File: config.mk
export PLATFORM = sky130hd
export DESIGN_NAME = rom_arbiter_flat
export DESIGN_NICKNAME = d
export VERILOG_FILES = /design/src/rtl/rom_arbiter_if.sv /design/src/rtl/rom_arbiter.sv /design/src/flat_wrapper.sv
export SDC_FILE = /design/constraint.sdc
export NUM_CORES = 1
export LEC_CHECK = 0
export CAP_MARGIN = 0
export CORE_MARGIN = 10
export CORE_UTILIZATION = 46
export CTS_CLUSTER_SIZE = 28
export DETAILED_ROUTE_END_ITERATION = 10
export GPL_TIMING_DRIVEN = 0
export PLACE_DENSITY = 0.85
export SLEW_MARGIN = 20
export SYNTH_ARGS = -nofsm -noshare
export SYNTH_HDL_FRONTEND = slang
export SYNTH_SLANG_ARGS = --single-unit
File: constraint.sdc
create_clock -name clk -period 5 [get_ports clk]
set_input_delay 0.5 -clock clk [delete_from_list [all_inputs] [get_ports clk]]
set_output_delay 0.5 -clock clk [all_outputs]
set_load 0.01 [all_outputs]
File: src/rtl/rom_arbiter_if.sv
// Shared-ROM arbiter bus: two read requesters, the ROM address/data pair and
// the arbiter busy flag. The arbiter connects through the slave modport; the
// requesters and the ROM model sit on the master side.
interface rom_arbiter_if;
    logic        m0_req;
    logic [31:0] m0_addr;
    logic [31:0] m0_rdata;
    logic        m0_valid;

    logic        m1_req;
    logic [31:0] m1_addr;
    logic [31:0] m1_rdata;
    logic        m1_valid;

    logic [31:0] rom_addr;
    logic [31:0] rom_data;
    logic        busy;

    modport slave (
        input  m0_req, m0_addr, m1_req, m1_addr, rom_data,
        output m0_rdata, m0_valid, m1_rdata, m1_valid, rom_addr, busy
    );

    modport master (
        output m0_req, m0_addr, m1_req, m1_addr, rom_data,
        input  m0_rdata, m0_valid, m1_rdata, m1_valid, rom_addr, busy
    );
endinterface

File: src/rtl/rom_arbiter.sv
// Round-robin arbiter sharing one combinational ROM between an instruction
// fetch port (m0) and a data load port (m1). Each access walks
// IDLE -> ACCESS (WAIT_CYCLES extra cycles) -> RESP, with a one-cycle valid.
module rom_arbiter #(
    parameter int unsigned WAIT_CYCLES = 0
) (
    input  logic         clk,
    input  logic         rst_n,
    rom_arbiter_if.slave bus
);

    typedef enum logic [1:0] {IDLE, ACCESS, RESP} state_t;

    state_t      state_q, state_d;
    logic [3:0]  cnt_q, cnt_d;
    // 0 = m0, 1 = m1; during ACCESS this is also the current owner.
    logic        last_grant_q, last_grant_d;
    logic        grant_sel;
    logic [31:0] rom_addr_q, rom_addr_d;
    logic [31:0] m0_rdata_q, m0_rdata_d;
    logic [31:0] m1_rdata_q, m1_rdata_d;
    logic        m0_valid_q, m0_valid_d;
    logic        m1_valid_q, m1_valid_d;

    // Next-state, arbitration and capture logic.
    always_comb begin
        // NOTE: every variable gets a default first so no path leaves one unassigned (no latches).
        state_d      = state_q;
        cnt_d        = cnt_q;
        last_grant_d = last_grant_q;
        rom_addr_d   = rom_addr_q;
        m0_rdata_d   = m0_rdata_q;
        m1_rdata_d   = m1_rdata_q;
        m0_valid_d   = 1'b0;
        m1_valid_d   = 1'b0;
        grant_sel    = 1'b0;

        case (state_q)
            IDLE: begin
                if (bus.m0_req || bus.m1_req) begin
                    // On a tie, serve whoever was not served last.
                    grant_sel    = (bus.m0_req && bus.m1_req) ? ~last_grant_q : bus.m1_req;
                    last_grant_d = grant_sel;
                    rom_addr_d   = grant_sel ? bus.m1_addr : bus.m0_addr;
                    cnt_d        = 4'(WAIT_CYCLES);
                    state_d      = ACCESS;
                end
            end
            ACCESS: begin
                if (cnt_q != 4'd0) begin
                    cnt_d = cnt_q - 4'd1;
                end else begin
                    if (last_grant_q) begin
                        m1_rdata_d = bus.rom_data;
                        m1_valid_d = 1'b1;
                    end else begin
                        m0_rdata_d = bus.rom_data;
                        m0_valid_d = 1'b1;
                    end
                    state_d = RESP;
                end
            end
            RESP: begin
                // Valid defaults low, so the pulse ends as we return to IDLE.
                state_d = IDLE;
            end
            default: begin
                state_d = IDLE;
            end
        endcase
    end

    // State and datapath registers; reset aborts any access in flight.
    always_ff @(posedge clk or negedge rst_n) begin
        if (!rst_n) begin
            state_q      <= IDLE;
            cnt_q        <= 4'd0;
            last_grant_q <= 1'b1;
            rom_addr_q   <= 32'd0;
            m0_rdata_q   <= 32'd0;
            m1_rdata_q   <= 32'd0;
            m0_valid_q   <= 1'b0;
            m1_valid_q   <= 1'b0;
        end else begin
            // NOTE: non-blocking assignments so every register samples pre-edge values.
            state_q      <= state_d;
            cnt_q        <= cnt_d;
            last_grant_q <= last_grant_d;
            rom_addr_q   <= rom_addr_d;
            m0_rdata_q   <= m0_rdata_d;
            m1_rdata_q   <= m1_rdata_d;
            m0_valid_q   <= m0_valid_d;
            m1_valid_q   <= m1_valid_d;
        end
    end

    assign bus.rom_addr = rom_addr_q;
    assign bus.m0_rdata = m0_rdata_q;
    assign bus.m1_rdata = m1_rdata_q;
    assign bus.m0_valid = m0_valid_q;
    assign bus.m1_valid = m1_valid_q;
    assign bus.busy     = (state_q != IDLE);

endmodule

File: src/flat_wrapper.sv
// flat-port wrapper written by rule: the top's interface ports become plain ports
module rom_arbiter_flat 
#(
    parameter int unsigned WAIT_CYCLES = 0
)
  (clk, rst_n, bus_m0_req, bus_m0_addr, bus_m1_req, bus_m1_addr, bus_rom_data, bus_m0_rdata, bus_m0_valid, bus_m1_rdata, bus_m1_valid, bus_rom_addr, bus_busy);
  rom_arbiter_if bus_i ();
  input  logic clk;
  input  logic rst_n;
  input wire logic [$bits(bus_i.m0_req)-1:0] bus_m0_req;
  input wire logic [$bits(bus_i.m0_addr)-1:0] bus_m0_addr;
  input wire logic [$bits(bus_i.m1_req)-1:0] bus_m1_req;
  input wire logic [$bits(bus_i.m1_addr)-1:0] bus_m1_addr;
  input wire logic [$bits(bus_i.rom_data)-1:0] bus_rom_data;
  output wire logic [$bits(bus_i.m0_rdata)-1:0] bus_m0_rdata;
  output wire logic [$bits(bus_i.m0_valid)-1:0] bus_m0_valid;
  output wire logic [$bits(bus_i.m1_rdata)-1:0] bus_m1_rdata;
  output wire logic [$bits(bus_i.m1_valid)-1:0] bus_m1_valid;
  output wire logic [$bits(bus_i.rom_addr)-1:0] bus_rom_addr;
  output wire logic [$bits(bus_i.busy)-1:0] bus_busy;
  assign bus_i.m0_req = bus_m0_req;
  assign bus_i.m0_addr = bus_m0_addr;
  assign bus_i.m1_req = bus_m1_req;
  assign bus_i.m1_addr = bus_m1_addr;
  assign bus_i.rom_data = bus_rom_data;
  assign bus_m0_rdata = bus_i.m0_rdata;
  assign bus_m0_valid = bus_i.m0_valid;
  assign bus_m1_rdata = bus_i.m1_rdata;
  assign bus_m1_valid = bus_i.m1_valid;
  assign bus_rom_addr = bus_i.rom_addr;
  assign bus_busy = bus_i.busy;
  rom_arbiter #(.WAIT_CYCLES(WAIT_CYCLES)) u_core (.clk(clk), .rst_n(rst_n), .bus(bus_i));
endmodule
# Word level (Yosys, flattened, before mapping)
# Cells that the tools add are included.
# word_totals
inputBits,100
output_inout_bits,99
ramBits,0
register_bits,105
memories,0
word_cells,40
latch_bits,0
rom_bits,0
# op_classes
div_mod_pow,0
n_reduce_logical,11
bitwise_logic,2
shift,0
addsub,1
order_cmp,0
eq_ne,4
n_mul,0
n_mux,14
# ops
operator,n
$mux W32,1
$reduce_and A3 Y1,3
$mux W4,2
$pmux W4 S2,1
$mux W1,7
$mux W2,2
$ne A2 B1 Y1 const B,2
$pmux W2 S2,1
$reduce_and A2 Y1,2
$reduce_bool A2 Y1,2
$reduce_bool A4 Y1,1
$sub A4 B1 Y4 const B,1
$eq A2 B1 Y1 const B,1
$logic_not A2 Y1,1
$ne A2 B2 Y1 const B,1
$not A1 Y1,2
$logic_and A1 B1 Y1,1
$logic_or A1 B1 Y1,1

# Depth between registers and ports, before layout
# logic_depth
depth_word,3
depth_mapped,6
depth_no_buf,6

# Worst setup path before layout
# No wires, ideal clock.
# synth_timing
kind,reg-to-reg
start,register u_core.cnt_q[0]
end,register u_core.m0_rdata_q[0] (netlist: u_core.bus.m0_rdata[0])
path_slack_ps,3164
required_ps,4875
path_stages_with_launch,7
setup_ps,125
arrival_ps,1711
n_path_buf,1
synth_period_minus_slack_ps,1836
path_cell_list,dfrtp_1 -> inv_1 -> ha_1 -> nand2b_4 -> nor4_4 -> buf_8 -> mux2_4
# synth_between
elab_chain_cells,3
# synth_lines
item,line_no,text
from (decl),rom_arbiter.sv:15,"logic [3:0] cnt_q, cnt_d;"
from (signal assigned),rom_arbiter.sv:87,cnt_q <= cnt_d;
$reduce_bool A4 Y1,rom_arbiter.sv:50,if (cnt_q != 4'd0) begin
$not A1 Y1 (no line),-,
$reduce_and A3 Y1 (no line),-,
to (signal assigned),rom_arbiter.sv:90,m0_rdata_q <= m0_rdata_d;
to (decl),rom_arbiter.sv:20,"logic [31:0] m0_rdata_q, m0_rdata_d;"
# Every way passes these cells.
# A chain may end at the register's enable or synchronous reset.

# Worst setup path after layout
# layout_timing
start,register u_core.state_q[0]
end,output bus_busy
# layout_between
elab_chain_cells,1
# layout_lines
item,line_no,text
from (decl),rom_arbiter.sv:14,"state_t state_q, state_d;"
from (signal assigned),rom_arbiter.sv:86,state_q <= state_d;
$reduce_bool A2 Y1,rom_arbiter.sv:102,assign bus.busy = (state_q != IDLE);
to (decl),flat_wrapper.sv:20,output wire logic [$bits(bus_i.busy)-1:0] bus_busy;
# Every way passes these cells.

==> qor.tcl <==
set qor(hpwlAfterDp_microns) 9674
set qor(cts_buffer_depth) 2
set qor(grt_pass1_vias) 3447
set qor(cts.sinks) 105
set qor(mostFrequentLayoutCells) {197 x clkdlybuf4s50_1, 104 x dfrtp_1, 99 x mux2_2}
set qor(maxCapViolations) 0
set qor(hold-worst-slack_ps) 98.23
set qor(drt-total-wl_microns) 12240
set qor(synth_top_cell_by_area) {dfrtp_1}
set qor(leading_cell_type_in_the_layout_fill_and_taps_excluded) {clkdlybuf4s50_1}
set qor(dieArea_sq_mm) 0.01425
set qor(globalplace.congestion) 0.7853
set qor(endpoint_kind) {output pin}
set qor(synthesis.nets) 382
set qor(core_area_sq_mm) 0.009684
set qor(clock_insertion_delay_worst_skew_ps) 360
set qor(critical_path.startpoint_type) {flip-flop}
set qor(postSynth.asyncResetShare_pct) 100.0
set qor(post_cts.resized_instances) 0
set qor(clkTransAtPathRegs_ps) 110
set qor(synth_seq_cells) 105
set qor(post_synth.cell_area_avg_sq_um) 16.22
set qor(timing.critical_path.slowest_cell_delay_ps) 520
set qor(max-vdd-ir-drop_v) 0.0003460
set qor(cts_tree) {built}
set qor(finalMaxSlewViolations) 0
set qor(critical_path_cell_by_cell) {nor2_1, inv_1, clkdlybuf4s50_1}
set qor(powerDensity_mw_per_mm2) 607.2
set qor(rr_startpoint) {u_core.cnt_q[0]}
set qor(fin_setup_tns_ps) 0
set qor(regToRegSetupSlack_ps) 2940
set qor(global_route.overflow_total) 0
set qor(grt_first_pass_wirelength_microns) 19550
set qor(finalCriticalPeriod_ps) 2091
set qor(outcome) {finished, final reports clean}
set qor(detail_route.first_pass.iterations) 5
set qor(critical_path.slowest_cell) {clkdlybuf4s50_1}
set qor(die-height_microns) 119.4
set qor(start_util_pct) 46.90
set qor(detail_route.wl_per_cell_microns) 19.52
set qor(yosys_warnings) 0
set qor(ff2ff_path_depth) 6
set qor(die_width_microns) 119.4
set qor(postSynth.topFlopCell) {dfrtp_1}
set qor(timing.critical_path.required_ps) 4500
set qor(final_design_area_excluding_fillers_sq_mm) 0.006918
set qor(initial_antenna_violation_count) 0
set qor(drt_iter0_drc) 97
set qor(groute.usage.overall_pct) 16.98
set qor(setup_violations) 0
set qor(port_buffers) 198
set qor(grt_setup_unrepaired) {false}
set qor(finalClockSkew_ps) 12.80
set qor(gate_count_of_the_mapped_netlist) 280
set qor(kind_of_path_behind_the_tightest_hold_check) {in -> async}
set qor(storage_element_area_sq_mm) 0.002629
set qor(yosys.cell_types.count) 33
set qor(reg2reg_to) {u_core.bus.m0_rdata[26]}
set qor(finalHoldViolations) 0
set qor(multi_input_area_sq_mm) 0.001773
set qor(synth_enable_flop_cells) 0
set qor(criticalPathCategory) {reg -> out}
set qor(finalCritPeriodShare_pct) 41.82
set qor(number_of_top_level_pins) 199
set qor(core.rowCount) 36
set qor(p_leak_nw) 2.860
set qor(detail_route.drc_violations) 0
set qor(cts-buffers-inserted) 9
set qor(layout.nets) 592
set qor(worst_ep_arrival_time_ps) 1590
set qor(synth_sequential_area_ratio_pct) 57.88
set qor(post_synth_main_area_contributors) {dfrtp_1 57%, mux2_2 25%, mux2_4 9.6%, buf_8 0.99%, dfstp_2 0.58%}
set qor(syn_area_sq_mm) 0.004542
set qor(cts-hold-fix-buffers) 0
set qor(yosysTopAreaCellShare_pct) 57.30
set qor(antenna_left) 0
set qor(postCtsSetupBuffers) 0
set qor(ratio_of_cells_with_drive_above_1_in_the_final_layout_pct) 33.40
set qor(area_growth_syn_to_layout_pct) 52.31
set qor(timing.slew.headroom_pct) 56.96
set qor(critical_path.max_fanout) 4
set qor(clockRootBuffer) {clkbuf_8}
set qor(viasPerCell) 4.874
set qor(fillers) 671
set qor(worst-slew-pin-transition_ps) 640.8
set qor(detailroute.via_count) 3056
set qor(placement.cell_area_sq_mm) 0.006719
set qor(cts_max_level) 3
set qor(n_antenna_cell) 0
set qor(pin_count_of_the_biggest_net_entering_global_routing) 61
set qor(maxClockFrequency_ghz) 0.4783
[cell type report]
| class | count | share of cell area (%) |
|---|---|---|
| plain buffers | 13 | 1.700 |
| repair buffers | 199 | 29.06 |
| multi-input cells | 156 | 25.63 |
| clock inverters | 6 | 1.085 |
| inverters | 6 | 0.3256 |
| clock buffers | 9 | 1.791 |
| well taps | 133 | 2.406 |
| flip-flops and latches | 105 | 38.00 |
[synthesized netlist by cell type, types with 2 or more instances]
cell type,instances
dfrtp_1,104
mux2_2,99
mux2_4,29
buf_2,5
inv_1,5
buf_4,3
buf_8,3
nor2_1,3
ha_1,2
nor3_1,2
o21ai_0,2
o221ai_1,2
[worst max-delay path: cells and delay by family, from the launching register on]
kind,cells,cell delay (ps)
AND/OR/NAND/NOR,1,180
buffers and inverters,2,630
flip-flops,1,420
[layer usage]
layer / global-route usage [%] / part of all wire, %
met1: 20.58 / 43
met2: 28.49 / 49
met3: 6.566 / 7.3
met4: 2.941 / 0.30
met5: 0 / 0
[where the power goes]
part	total, mW	internal, mW	switching (mW)
sequential	1.49	1.27	0.219
combinational	2.17	1.37	0.800
clock	0.535	0.237	0.298
total	4.20	2.88	1.32
[registers in the layout, indices dropped and copies added (netlist names)]
register,cells
u_core.bus.m0_rdata,32
u_core.bus.m1_rdata,32
u_core.bus.rom_addr,32
u_core.cnt_q,4
u_core.state_q,2
u_core.bus.m0_valid,1
u_core.bus.m1_valid,1
u_core.last_grant_q,1
[stage by stage]
step | utilization [%] | power (mW) | setup slack, ps | instances
final | 71.43 | 4.201 | 2909 | 627
after global placement | 69.08 | 3.646 | -368.8 | 611
after detailed placement | 69.38 | 3.715 | 2572 | 612
after global routing | 71.43 | 4.439 | 2836 | 627
after floorplan | - | 2.543 | 3164 | 280
after CTS | 71.43 | 4.258 | 2885 | 627
[cells by family (layout without fill, tap and decap cells)]
group / after synthesis / in the layout / share of synthesized area [%]
AO/OA/AOI/OAI: 10 / 10 / 1.598
adder cells (fa/ha/maj): 2 / 2 / 0.5509
buffers and inverters: 19 / 233 / 3.085
flip-flops: 105 / 105 / 57.88
multiplexers: 129 / 129 / 34.35
AND/OR/NAND/NOR: 15 / 15 / 2.535
[worst max-delay path by stage]
stage,start,cells after the start,end
3_5_place_dp,bus_m1_req,5,u_core.bus.rom_addr[1]
5_1_grt,u_core.state_q[0],3,bus_busy
3_3_place_gp,rst_n,1,u_core.bus.m1_rdata[27]
4_1_cts,u_core.state_q[0],3,bus_busy
6_report,u_core.state_q[0],3,bus_busy
2_1_floorplan,u_core.cnt_q[0],6,u_core.bus.m0_rdata[0]
No activity file was read; power rests on OpenSTA's default activity.
